$ cat src/rtl/wb_comp_if.sv
// wb_comp_if: bundles the two buses around the Wishbone-to-cw compressor.
//
// Parameters
//   RW      cw word / Wishbone data width
//   ADDR_W  Wishbone word-address width
//   SEL_W   Wishbone byte-select width
//
// Signals
//   wb_cyc, wb_stb, wb_we, wb_adr, wb_sel, wb_i_dat   Wishbone request from the master
//   wb_o_dat, wb_ack, wb_err                          Wishbone response to the master
//   cw_io_o, cw_req, cw_dir                           cw frame words to the responder
//   cw_io_i, cw_ack, cw_err                           cw response from the responder
//
// Modports
//   slave   the compressor itself (Wishbone slave, cw initiator)
//   master  everything around it: the Wishbone master together with the cw responder
interface wb_comp_if #(
  parameter int RW     = 16,
  parameter int ADDR_W = 24,
  parameter int SEL_W  = 2
);
  logic              wb_cyc;
  logic              wb_stb;
  logic              wb_we;
  logic [ADDR_W-1:0] wb_adr;
  logic [SEL_W-1:0]  wb_sel;
  logic [RW-1:0]     wb_i_dat;
  logic [RW-1:0]     wb_o_dat;
  logic              wb_ack;
  logic              wb_err;
  logic [RW-1:0]     cw_io_o;
  logic [RW-1:0]     cw_io_i;
  logic              cw_req;
  logic              cw_dir;
  logic              cw_ack;
  logic              cw_err;

  modport slave (
    input  wb_cyc, wb_stb, wb_we, wb_adr, wb_sel, wb_i_dat,
    output wb_o_dat, wb_ack, wb_err,
    output cw_io_o, cw_req, cw_dir,
    input  cw_io_i, cw_ack, cw_err
  );

  modport master (
    output wb_cyc, wb_stb, wb_we, wb_adr, wb_sel, wb_i_dat,
    input  wb_o_dat, wb_ack, wb_err,
    input  cw_io_o, cw_req, cw_dir,
    output cw_io_i, cw_ack, cw_err
  );
endinterface

$ cat src/rtl/wb_comp.sv
// wb_comp: Wishbone classic slave that re-issues each access as a frame on the
// narrow cw bus, acting as the cw initiator. One transaction in flight; the
// Wishbone master is stalled (no ack) until the cw responder answers or the
// response timeout expires.
//
// Frame: ADR_LO (req=1) -> ADR_HI -> DATA (writes only), one word per cycle,
// then WAIT for cw_ack/cw_err, then a one-cycle wb_ack/wb_err pulse in RESP.
//
// Ports
//   i_clk   clock, rising edge
//   i_rst   asynchronous active-low reset
//   bus     wb_comp_if.slave: Wishbone slave side and cw initiator side
module wb_comp #(
  parameter int RW      = 16,
  parameter int ADDR_W  = 24,
  parameter int SEL_W   = 2,
  parameter int TIMEOUT = 255
) (
  input logic        i_clk,
  input logic        i_rst,
  wb_comp_if.slave   bus
);

  localparam int CNT_W = (TIMEOUT < 2) ? 1 : $clog2(TIMEOUT + 1);

  typedef enum logic [2:0] {
    ST_IDLE,
    ST_ADR_LO,
    ST_ADR_HI,
    ST_DATA,
    ST_WAIT,
    ST_RESP
  } state_e;

  state_e            state_q, state_d;
  logic [ADDR_W-1:0] adr_q, adr_d;
  logic              we_q, we_d;
  logic [SEL_W-1:0]  sel_q, sel_d;
  logic [RW-1:0]     dat_q, dat_d;
  logic              abort_q, abort_d;
  logic [CNT_W-1:0]  cnt_q, cnt_d;
  logic [RW-1:0]     cw_io_q, cw_io_d;
  logic              cw_req_q, cw_req_d;
  logic              cw_dir_q, cw_dir_d;
  logic              wb_ack_q, wb_ack_d;
  logic              wb_err_q, wb_err_d;
  logic [RW-1:0]     rdat_q, rdat_d;
  logic              resp_ok;
  logic              resp_bad;
  logic [RW-1:0]     hi_word;

  // Next state, request latch, timeout counter and Wishbone response.
  // A cw error beats a simultaneous cw ack; a real answer beats the timeout.
  // Once the master drops wb_cyc the frame still runs to completion, but the
  // abort flag swallows the resulting ack/err and leaves the read data alone.
  always_comb begin
    state_d  = state_q;
    adr_d    = adr_q;
    we_d     = we_q;
    sel_d    = sel_q;
    dat_d    = dat_q;
    abort_d  = abort_q;
    cnt_d    = '0;
    rdat_d   = rdat_q;
    resp_ok  = 1'b0;
    resp_bad = 1'b0;

    if (state_q != ST_IDLE && !bus.wb_cyc) begin
      abort_d = 1'b1;
    end

    case (state_q)
      ST_IDLE: begin
        if (bus.wb_cyc && bus.wb_stb) begin
          adr_d   = bus.wb_adr;
          we_d    = bus.wb_we;
          sel_d   = bus.wb_sel;
          dat_d   = bus.wb_i_dat;
          abort_d = 1'b0;
          state_d = ST_ADR_LO;
        end
      end
      ST_ADR_LO: state_d = ST_ADR_HI;
      ST_ADR_HI: state_d = we_q ? ST_DATA : ST_WAIT;
      ST_DATA:   state_d = ST_WAIT;
      ST_WAIT: begin
        cnt_d = cnt_q + 1'b1;
        if (bus.cw_err) begin
          resp_bad = 1'b1;
        end else if (bus.cw_ack) begin
          resp_ok = 1'b1;
        end else if (TIMEOUT != 0 && cnt_q == CNT_W'(TIMEOUT)) begin
          resp_bad = 1'b1;
        end
        if (resp_ok || resp_bad) begin
          state_d = ST_RESP;
          cnt_d   = '0;
        end
      end
      ST_RESP:  state_d = ST_IDLE;
      default:  state_d = ST_IDLE;
    endcase

    wb_ack_d = resp_ok && !abort_d;
    wb_err_d = resp_bad && !abort_d;
    if (resp_ok && !abort_d && !we_q) begin
      rdat_d = bus.cw_io_i;
    end
  end

  // cw outputs are decoded from the *next* state so that the registered word
  // appears in the cycle the FSM occupies that state (first word the cycle
  // after the request is taken).
  always_comb begin
    cw_io_d  = '0;
    cw_req_d = 1'b0;
    cw_dir_d = 1'b0;
    hi_word  = '0;
    hi_word[RW-1 -: SEL_W]  = sel_d;
    hi_word[ADDR_W-17:0]    = adr_d[ADDR_W-1:16];

    case (state_d)
      ST_ADR_LO: begin
        cw_io_d  = RW'(adr_d[15:0]);
        cw_req_d = 1'b1;
        cw_dir_d = we_d;
      end
      ST_ADR_HI: begin
        cw_io_d  = hi_word;
        cw_dir_d = we_d;
      end
      ST_DATA: begin
        cw_io_d  = dat_d;
        cw_dir_d = we_d;
      end
      ST_WAIT: begin
        cw_dir_d = we_d;
      end
      default: begin
        cw_io_d  = '0;
      end
    endcase
  end

  // State and output registers.
  always_ff @(posedge i_clk or negedge i_rst) begin
    if (!i_rst) begin
      state_q  <= ST_IDLE;
      adr_q    <= '0;
      we_q     <= 1'b0;
      sel_q    <= '0;
      dat_q    <= '0;
      abort_q  <= 1'b0;
      cnt_q    <= '0;
      cw_io_q  <= '0;
      cw_req_q <= 1'b0;
      cw_dir_q <= 1'b0;
      wb_ack_q <= 1'b0;
      wb_err_q <= 1'b0;
      rdat_q   <= '0;
    end else begin
      state_q  <= state_d;
      adr_q    <= adr_d;
      we_q     <= we_d;
      sel_q    <= sel_d;
      dat_q    <= dat_d;
      abort_q  <= abort_d;
      cnt_q    <= cnt_d;
      cw_io_q  <= cw_io_d;
      cw_req_q <= cw_req_d;
      cw_dir_q <= cw_dir_d;
      wb_ack_q <= wb_ack_d;
      wb_err_q <= wb_err_d;
      rdat_q   <= rdat_d;
    end
  end

  assign bus.cw_io_o  = cw_io_q;
  assign bus.cw_req   = cw_req_q;
  assign bus.cw_dir   = cw_dir_q;
  assign bus.wb_ack   = wb_ack_q;
  assign bus.wb_err   = wb_err_q;
  assign bus.wb_o_dat = rdat_q;

endmodule

$ cat src/flat_wrapper.sv
// flat-port wrapper written by rule: the top's interface ports become plain ports
module wb_comp_flat 
#(
  parameter int RW      = 16,
  parameter int ADDR_W  = 24,
  parameter int SEL_W   = 2,
  parameter int TIMEOUT = 255
)
  (i_clk, i_rst, bus_wb_cyc, bus_wb_stb, bus_wb_we, bus_wb_adr, bus_wb_sel, bus_wb_i_dat, bus_wb_o_dat, bus_wb_ack, bus_wb_err, bus_cw_io_o, bus_cw_req, bus_cw_dir, bus_cw_io_i, bus_cw_ack, bus_cw_err);
  wb_comp_if #(.RW(RW), .ADDR_W(ADDR_W), .SEL_W(SEL_W)) bus_i ();
  input logic i_clk;
  input logic i_rst;
  input wire logic [$bits(bus_i.wb_cyc)-1:0] bus_wb_cyc;
  input wire logic [$bits(bus_i.wb_stb)-1:0] bus_wb_stb;
  input wire logic [$bits(bus_i.wb_we)-1:0] bus_wb_we;
  input wire logic [$bits(bus_i.wb_adr)-1:0] bus_wb_adr;
  input wire logic [$bits(bus_i.wb_sel)-1:0] bus_wb_sel;
  input wire logic [$bits(bus_i.wb_i_dat)-1:0] bus_wb_i_dat;
  output wire logic [$bits(bus_i.wb_o_dat)-1:0] bus_wb_o_dat;
  output wire logic [$bits(bus_i.wb_ack)-1:0] bus_wb_ack;
  output wire logic [$bits(bus_i.wb_err)-1:0] bus_wb_err;
  output wire logic [$bits(bus_i.cw_io_o)-1:0] bus_cw_io_o;
  output wire logic [$bits(bus_i.cw_req)-1:0] bus_cw_req;
  output wire logic [$bits(bus_i.cw_dir)-1:0] bus_cw_dir;
  input wire logic [$bits(bus_i.cw_io_i)-1:0] bus_cw_io_i;
  input wire logic [$bits(bus_i.cw_ack)-1:0] bus_cw_ack;
  input wire logic [$bits(bus_i.cw_err)-1:0] bus_cw_err;
  assign bus_i.wb_cyc = bus_wb_cyc;
  assign bus_i.wb_stb = bus_wb_stb;
  assign bus_i.wb_we = bus_wb_we;
  assign bus_i.wb_adr = bus_wb_adr;
  assign bus_i.wb_sel = bus_wb_sel;
  assign bus_i.wb_i_dat = bus_wb_i_dat;
  assign bus_wb_o_dat = bus_i.wb_o_dat;
  assign bus_wb_ack = bus_i.wb_ack;
  assign bus_wb_err = bus_i.wb_err;
  assign bus_cw_io_o = bus_i.cw_io_o;
  assign bus_cw_req = bus_i.cw_req;
  assign bus_cw_dir = bus_i.cw_dir;
  assign bus_i.cw_io_i = bus_cw_io_i;
  assign bus_i.cw_ack = bus_cw_ack;
  assign bus_i.cw_err = bus_cw_err;
  wb_comp #(.RW(RW), .ADDR_W(ADDR_W), .SEL_W(SEL_W), .TIMEOUT(TIMEOUT)) u_core (.i_clk(i_clk), .i_rst(i_rst), .bus(bus_i));
endmodule
$ cat config.mk
export PLATFORM = sky130hd
export DESIGN_NAME = wb_comp_flat
export DESIGN_NICKNAME = d
export VERILOG_FILES = /design/src/rtl/wb_comp_if.sv /design/src/rtl/wb_comp.sv /design/src/flat_wrapper.sv
export SDC_FILE = /design/constraint.sdc
export NUM_CORES = 1
export LEC_CHECK = 0
export ABC_AREA = 1
export ABC_CLOCK_PERIOD_IN_PS = 2190
export CORE_AREA = 2 2 136 72
export DETAILED_ROUTE_END_ITERATION = 8
export DIE_AREA = 0 0 138 74
export PLACE_DENSITY = 0.6
export SLEW_MARGIN = 5
export SYNTH_ARGS = -nofsm -noshare
export SYNTH_HDL_FRONTEND = slang
export SYNTH_SLANG_ARGS = --single-unit
$ cat constraint.sdc
create_clock -name i_clk -period 2.19 [get_ports i_clk]
set_input_delay 0.438 -clock i_clk [delete_from_list [all_inputs] [get_ports i_clk]]
set_output_delay 0.438 -clock i_clk [all_outputs]
set_load 0.02 [all_outputs]
==> impl_metrics.ini <==
[final_layout]
drive_above_1_share_pct = 5.973
final_area_um2 = 4471
num_antenna_cells = 0
multi_input_area_um2 = 1018
final_nets = 513
fillerInstances = 873
seq_area_um2 = 1877
syn_to_final_growth_pct = 46.02

[critical_path]
worst_setup_path_start_kind = register
r2r_start = u_core.state_q[0]
worstSetupPathDepth = 7
cpMostUsedCell = nand3_1
ff2ff_setup_slack_ns = 0.41
cp.required_ns = 2.45
arrival_ns = 2.04
r2r_end = u_core.bus.cw_io_o[0]
cp_num_buf_inv = 1
worstSetupStartpoint = u_core.state_q[0]
slowest_stage = dfrtp_1
critPathTopFamily = flip-flops
crit_type = register to register
crit_fanout = 33
crit_chain = nor2_2, nand3_1, buf_4, nand2_1, nand2_1, nand3_1, nand3_1
ff2ff_path_depth = 7
endpoint = u_core.bus.cw_io_o[0]
slowest_delay_ns = 0.68
worstSetupEndpointType = register

[sta]
rsz0062_at_grt = false
hold_slack_ns = 0.1288
min_period_ns = 1.778
relSlewSlack_pct = 56.53
fmax_mhz = 562.3
fin_tns_setup_ns = 0
tightest_slew_ns = 0.6520
hold_viol = 0
finClkSkew_ns = 0.005478
slew_violations = 0
setup_viol = 0
fin_crit_sh_pct = 81.20

[synthesis]
synth_largest_area_cell = dfrtp_1
synth_area_um2 = 3062
syn_nets = 409
synth_area_leaders = dfrtp_1, nand2_1, nand3_1, inv_1, nor2_1
synth-seq-area-share_pct = 61.30
synth_top_cell_area_share_pct = 61.30
syn_inst = 343
synth_cell_types = 26
syn_avg_cell_area_um2 = 8.926
ys_warn_count = 0
yosys_register_bits = 75

[clock_network]
post_cts_buffers = 0
cts_root_buf = clkbuf_16
numCtsBuffers = 9
clk_pin_slew_ns = 0.06
htree_num_levels = 3
clkLatencyLatePin_ns = 0.33
clk_path_buf_depth = 2
cts_resized = 0
cts_hold_buf = 0
cts_num_sinks = 75
cts_tree = yes

[global_routing]
grt_pass1_vias = 2586
grt_util_met1_pct = 23.72
grtUsageMet3_pct = 6.632
top_usage_layer = met1
grt.overflow.total = 0
grt_max_degree = 52
grt_usage_pct = 16.40
use_met2_pct = 22.00
grt_pass1_wl_mm = 12.69
antenna_found_initial = 0

[power]
swShare_pct = 32.94
finalPower_mw = 4.919
power_density_nw_per_um2 = 1100
internal-power_mw = 3.298
ir_drop_mv = 0.4630
comb_power_share_pct = 31.3
power_frac_clock_pct = 27.6
seq_power_share_pct = 41.1
p_sw_mw = 1.620
leakage_nw = 2.203

[route]
drt-pass1-iter-count = 6
via_count = 2557
postRouteAntennaNets = 0
drc = 0
vias_per_cell = 4.462
drt-total-wl_mm = 7.762
drt_iter0_markers = 168
wl_per_cell_um = 13.55

[place]
port_buffers = 100
placed_cell_area_um2 = 4197
gp_congestion = 0.7761
dpl.hpwl_mm = 5.474

[floorplan]
ioPinCount = 101
fp.dieW_um = 138
core_um2 = 9071
dieArea_um2 = 10210
initial_core_util_pct = 33.75
die_h_um = 74
row_count = 25

[worst_hold_path]
hp-class = input pin to asynchronous set/reset pin

[flow_run]
drv_cap = 0

[status]
status = finished clean
==> registers in the layout, indices dropped and copies added (netlist names) <==
signal and flops:
u_core.abort_q 1, u_core.adr_q 8, u_core.bus.cw_dir 1, u_core.bus.cw_io_o 16
u_core.bus.cw_req 1, u_core.bus.wb_ack 1, u_core.bus.wb_err 1, u_core.bus.wb_o_dat 16
u_core.cnt_q 8, u_core.dat_q 16, u_core.sel_q 2, u_core.state_q 3
u_core.we_q 1
==> cells in the mapped netlist, drive strengths merged <==
library cell,instances
nand2,150
dfrtp,75
nand3,42
inv,20
nor2,16
buf,10
o21ai,8
clkbuf,5
xnor2,3
xor2,3
nand4,2
nor3,2
a21oi,1
a31oi,1
and3,1
clkinv,1
ha,1
o22ai,1
or2,1
==> through the flow <==
| stage | setup WS, ns | cells | utilization (%) |
|---|---|---|---|
| 2_1_floorplan | 0.7512 | 343 | - |
| 3_3_place_gp | 0.2682 | 557 | 46.26 |
| 3_5_place_dp | 0.2680 | 557 | 46.26 |
| 4_1_cts | 0.4220 | 573 | 49.28 |
| 5_1_grt | 0.2242 | 573 | 49.28 |
| 6_report | 0.4116 | 573 | 49.28 |
==> placed cells by master (no fill, tap or decap), types with 2 or more instances in the layout <==
cell type / instances
clkinv_2: 2
nor2_1: 15
o21ai_0: 8
inv_1: 20
xnor2_1: 3
clkbuf_1: 3
xor2_1: 3
nand3_1: 42
clkbuf_8: 2
nand2_1: 149
buf_4: 8
dfrtp_1: 75
clkbuf_16: 9
clkdlybuf4s50_1: 99
==> how the worst min path moves through the flow <==
| stage | startpoint | end | depth (start not counted) |
|---|---|---|---|
| 2_1_floorplan | i_rst | u_core.abort_q | 0 |
| 3_3_place_gp | u_core.cnt_q[0] | u_core.cnt_q[0] | 1 |
| 3_5_place_dp | u_core.cnt_q[0] | u_core.cnt_q[0] | 1 |
| 4_1_cts | i_rst | u_core.bus.wb_ack | 1 |
| 5_1_grt | i_rst | u_core.bus.wb_o_dat[1] | 1 |
| 6_report | i_rst | u_core.bus.wb_o_dat[1] | 1 |
==> layer usage <==
metal	wire length, µm	up-vias	share of wire (%)
met3	645	14	8.3
met5	0	-	0
met1	4070	1148	52
met2	2932	116	38
li1	-	1279	-
met4	114	0	1.5
==> cell type report <==
class,count,area share [%]
Timing Repair Buffer,108,23.96
Clock buffer,14,5.905
Sequential cell,75,41.98
Tap cell,121,3.387
Multi-Input combinational cell,232,22.78
Clock inverter,2,0.2239
Inverter,21,1.763
==> logic make-up after synthesis <==
kind of cell | synth area share [%]
fa+ha+maj | 0.4086
buf+inv | 5.435
simple gates | 29.26
flops | 61.30
compound gates | 1.880
xor+xnor | 1.717
==> power groups by stage <==
stage | Sequential [mW] | Clock [mW] | Combinational [mW]
final | 2.02 | 1.36 | 1.54
after global routing | 2.06 | 1.47 | 1.72
after CTS | 2.02 | 1.40 | 1.55
after detailed placement | 2.03 | 0 | 1.55
after global placement | 2.04 | 0 | 1.52
after floorplan | 2.18 | 0 | 0.679
Note: power is estimated with default switching activity, not from simulation.
